$ cat config.mk
export PLATFORM = sky130hd
export DESIGN_NAME = fetch_unit
export DESIGN_NICKNAME = d
export VERILOG_FILES = /design/src/rtl/ant_pkg.sv /design/src/rtl/fetch_queue.sv /design/src/rtl/fetch_unit.sv
export SDC_FILE = /design/constraint.sdc
export NUM_CORES = 1
export LEC_CHECK = 0
export ABC_AREA = 1
export CORE_MARGIN = 2
export CORE_UTILIZATION = 48
export CTS_BUF_LIST = sky130_fd_sc_hd__clkbuf_2
export DETAILED_ROUTE_END_ITERATION = 8
export PLACE_DENSITY = 0.79
export SETUP_SLACK_MARGIN = 0.4
export SYNTH_ARGS = -nofsm -noshare
export SYNTH_HDL_FRONTEND = slang
export SYNTH_HIERARCHICAL = 1
export SYNTH_SLANG_ARGS = --single-unit
$ cat constraint.sdc
create_clock -name clk -period 5.75 [get_ports clk]
set_input_delay 0.575 -clock clk [delete_from_list [all_inputs] [get_ports clk]]
set_output_delay 0.575 -clock clk [all_outputs]
set_load 0.02 [all_outputs]
$ cat src/rtl/ant_pkg.sv
// Shared fetch-path types and widths.
// Holds the fetch-queue entry layout used by fetch_unit and fetch_queue.
package ant_pkg;
    localparam int XLEN        = 32;
    localparam int INSTR_BYTES = 4;

    typedef struct packed {
        logic [XLEN-1:0] pc;
        logic [XLEN-1:0] instruction;
    } fetch_entry_t;
endpackage

$ cat src/rtl/fetch_queue.sv
// Fetch queue: power-of-two FIFO of fetch entries with synchronous flush.
// Latency: a pushed entry is visible at the head the cycle after the push.
// Backpressure: the caller must not push when full (unless popping) or pop when empty.
module fetch_queue
    import ant_pkg::*;
#(
    parameter int DEPTH = 2
) (
    input  logic                         clk,
    input  logic                         reset,
    input  logic                         flush,
    input  logic                         push,
    input  logic                         pop,
    input  fetch_entry_t                 push_entry,
    output fetch_entry_t                 head_entry,
    output logic [$clog2(DEPTH+1)-1:0]   count
);
    localparam int PW = (DEPTH > 1) ? $clog2(DEPTH) : 1;
    localparam int CW = $clog2(DEPTH+1);

    fetch_entry_t    mem [DEPTH];
    logic [PW-1:0]   head_ptr;
    logic [PW-1:0]   tail_ptr;

    // Pointers are exactly log2(DEPTH) wide, so increment wraps modulo DEPTH.
    always_ff @(posedge clk) begin
        if (reset || flush) begin
            head_ptr <= '0;
            tail_ptr <= '0;
            count    <= '0;
        end else begin
            if (push) begin
                tail_ptr <= tail_ptr + PW'(1);
            end
            if (pop) begin
                head_ptr <= head_ptr + PW'(1);
            end
            count <= count + CW'(push) - CW'(pop);
        end
    end

    always_ff @(posedge clk) begin
        if (push && !reset && !flush) begin
            mem[tail_ptr] <= push_entry;
        end
    end

    assign head_entry = mem[head_ptr];
endmodule

$ cat src/rtl/fetch_unit.sv
// Instruction fetch: owns the PC, fills the fetch queue and handles redirects.
// Latency: a word fetched in cycle N appears on out_* in cycle N+1.
// Backpressure: fetch stalls (PC holds) while the queue is full and decode is not accepting.
module fetch_unit
    import ant_pkg::*;
#(
    parameter logic [31:0] RESET_PC    = 32'h0000_0000,
    parameter int          QUEUE_DEPTH = 2
) (
    input  logic        clk,
    input  logic        reset,
    output logic [31:0] imem_pc,
    input  logic [31:0] imem_instruction,
    input  logic        redirect_valid,
    input  logic [31:0] redirect_pc,
    output logic        out_valid,
    input  logic        out_ready,
    output logic [31:0] out_pc,
    output logic [31:0] out_instruction
);
    localparam int CW = $clog2(QUEUE_DEPTH+1);

    logic [XLEN-1:0] pc;
    logic [CW-1:0]   count;
    fetch_entry_t    head_entry;
    fetch_entry_t    tail_entry;
    logic            head_vld;
    logic            push;
    logic            pop;
    logic            unused_redirect_lsbs;

    assign unused_redirect_lsbs = &{1'b0, redirect_pc[1:0]};

    assign head_vld = (count != '0);
    // Redirect and reset both suppress queue traffic; the head is never consumed.
    assign pop  = head_vld && out_ready && !redirect_valid && !reset;
    assign push = !reset && !redirect_valid && ((count < CW'(QUEUE_DEPTH)) || pop);

    assign tail_entry.pc          = pc;
    assign tail_entry.instruction = imem_instruction;

    always_ff @(posedge clk) begin
        if (reset) begin
            pc <= RESET_PC;
        end else if (redirect_valid) begin
            pc <= {redirect_pc[31:2], 2'b00};
        end else if (push) begin
            pc <= pc + XLEN'(INSTR_BYTES);
        end
    end

    fetch_queue #(
        .DEPTH (QUEUE_DEPTH)
    ) u_fetch_queue (
        .clk        (clk),
        .reset      (reset),
        .flush      (redirect_valid),
        .push       (push),
        .pop        (pop),
        .push_entry (tail_entry),
        .head_entry (head_entry),
        .count      (count)
    );

    assign imem_pc         = pc;
    assign out_valid       = head_vld;
    assign out_pc          = head_vld ? head_entry.pc          : '0;
    assign out_instruction = head_vld ? head_entry.instruction : '0;
endmodule

==> metrics.yaml <==
placed_design:
  gp_congestion: 0.933
  dp_hpwl_um: 11200
  portBuffers: 160
clocking:
  clk_path_buf_depth: 2
  cts.repair.resized: 0
  cts_num_sinks: 163
  root_buffer: "clkbuf_2"
  clk_pin_slew_ns: 0.23
  cts_buffers: 17
  insertion_delay_ns: 0.71
  cts_tree: "done"
  cts_setup_buffers: 0
  hold_buffers: 0
  cts_max_level: 4
logic_synthesis:
  ys.flop_type: "edfxtp_1"
  ys_ff_latch: 163
  syn_area_sq_mm: 0.00801
  synth_cells: 765
  synth-edff-count: 128
  synth.area.top_cells: "edfxtp_1 (48%), mux2_4 (11%), dfxtp_1 (8.7%)"
  yosysWarnings: 6
  synthArstFlopShare_pct: 0
  ys_seq_area_share_pct: 56.7
  syn-mean-instance-area_sq_um: 10.5
  synth_common_cells: "nand2_1 (142), nor2_1 (130), edfxtp_1 (128), inv_1 (107), mux2_4 (60)"
  ys_types: 36
  synth_area_leader_cell: "edfxtp_1"
  netlist.area_leader.share_pct: 48.0
  yosysMostFrequentCell: "nand2_1"
route:
  drc: 0
  dr.pass1.iters: 5
  drt_iter0_drc: 324
  postRouteAntennaNets: 0
  wirelength_um: 16300
  routed_via_density: 4.80
  vias: 5563
  wl_per_cell_um: 14.1
floorplan:
  dieArea_sq_mm: 0.0177
  die_x_um: 133
  ios: 165
  num_rows: 47
  die-height_um: 133
  initial_core_util_pct: 48.6
  core_area_sq_mm: 0.0165
global_routing:
  grt_pass1_vias: 5176
  gr-usage-all-layers_pct: 18.6
  grt-ovfl-total: 0
  grt_max_degree: 53
  grt_pass1_wl_um: 25500
  antenna_found_initial: 1
sta:
  finalHoldViolCount: 0
  relSlewSlack_pct: 39.8
  slew_violations: 0
  max_freq_mhz: 265
  fin_setup_tns_ns: 0
  setup_violations: 0
  tightestPinTransition_ns: 0.899
  finalCritPeriodShare_pct: 65.6
  skew_ns: 0.0234
  rsz0062_at_grt: "false"
  min_period_ns: 3.77
pwr:
  peakVddDrop_mv: 0.121
  power_mw: 2.27
  power_leakage_nw: 3.87
  power_density_mw_per_mm2: 226
setup_path:
  crit_fanout: 40
  critPathKind: "flop to primary output"
  cp-end-kind: "primary output"
  r2r_cells: 6
  worstSetupStartpointType: "flop"
  required_ns: 5.18
  cp.arrival_ns: 3.20
min_path:
  hold_class: "primary input to flop"
  holdPathStages: 1
cells_and_area:
  nNetsFinal: 996
  drive_above_1_share_pct: 15.2
  syn_to_final_growth_pct: 25.3
flow_run:
  maxCapViolCount: 0
run_status:
  status: "finished, final reports clean"
[area by class of cell]
| class | instances | area (sq um) |
|---|---|---|
| multi-input combinational | 467 | 2850 |
| tap | 220 | 275 |
| fill | 1335 | 6430 |
| clock inverter | 15 | 203 |
| inverter | 110 | 415 |
| timing repair buffer | 166 | 1660 |
| antenna | 1 | 2.50 |
| sequential | 163 | 4550 |
| clock buffer | 17 | 85.1 |
[power by group]
part	internal (mW)	switching (mW)	leakage, nW	total, mW
clock network	0.289	0.405	0.155	0.694
registers	1.30	0.0343	1.44	1.33
logic	0.121	0.126	2.28	0.247
[layer usage]
metal	vias up	global-route usage, %	share of wire, %
li1	2803	-	-
met1	2567	23.6	45
met2	174	31.3	49
met3	19	3.46	4.7
met4	0	8.04	1.8
met5	-	0	0
[worst max-delay path, stage by stage (launching register included)]
cell and delay (ns):
dfxtp_4 0.89, buf_4 0.55, mux2_4 0.23, inv_1 0.03, nor2_1 0.16, clkdlybuf4s50_1 0.63
[registers in the layout, indices dropped and copies added (netlist names), named ones only]
signal	cells
u_fetch_queue/mem	128
u_fetch_queue/head_ptr	1
u_fetch_queue/tail_ptr	1
imem_pc	30
u_fetch_queue/count	2
[stage by stage]
| step | instance area [sq um] | utilization, % | hold slack (ns) | setup WS [ns] | std cells |
|---|---|---|---|---|---|
| floorplan | 8030 | - | 0.444 | 1.40 | 770 |
| global placement | 9750 | 59.2 | 0.453 | 1.72 | 1126 |
| detailed placement | 9750 | 59.2 | 0.467 | 1.69 | 1126 |
| CTS | 10000 | 61.0 | 0.320 | 1.84 | 1158 |
| global route | 10000 | 61.0 | 0.332 | 1.76 | 1159 |
| finish | 10000 | 61.0 | 0.411 | 1.98 | 1159 |
[worst paths after layout]
path / slack, ns / to / startpoint
worst max-delay path: 1.98 / out_pc[15] / flop
worst min-delay path: 0.41 / u_fetch_queue/mem[0][9] / imem_instruction[9]
worst max register to register: 3.40 / u_fetch_queue/mem[0][45] / u_fetch_queue/count[1]
worst min register to register: 0.49 / u_fetch_queue/tail_ptr / u_fetch_queue/tail_ptr
[kinds of logic (layout without fill, tap and decap cells)]
logic type	after synthesis	in the layout	synth area share, %
buffers and inverters	140	308	8.23
XOR/XNOR	1	1	0.109
flip-flops	163	163	56.7
adder cells (fa/ha/maj)	3	3	0.469
AO/OA/AOI/OAI	35	35	2.83
multiplexers	64	64	11.8
other	1	7	0.0468
AND/OR/NAND/NOR	358	358	19.8
[cell usage in the layout, fill, tap and decap left out, drive strengths merged, types with 3 or more instances in the layout]
cell type | synthesis | final
nand2 | 153 | 153
bufinv | 0 | 4
nor3 | 8 | 8
edfxtp | 128 | 128
clkdlybuf4s50 | 0 | 160
clkinvlp | 0 | 4
ha | 3 | 3
clkinv | 0 | 3
mux2 | 64 | 64
a31oi | 7 | 7
dfxtp | 35 | 35
buf | 21 | 6
nor2 | 142 | 142
clkbuf | 9 | 17
o211ai | 5 | 5
a21oi | 18 | 18
nand3 | 48 | 48
o21ai | 5 | 5
conb | 1 | 6
inv | 110 | 114
(Power assumes the default switching activity.)
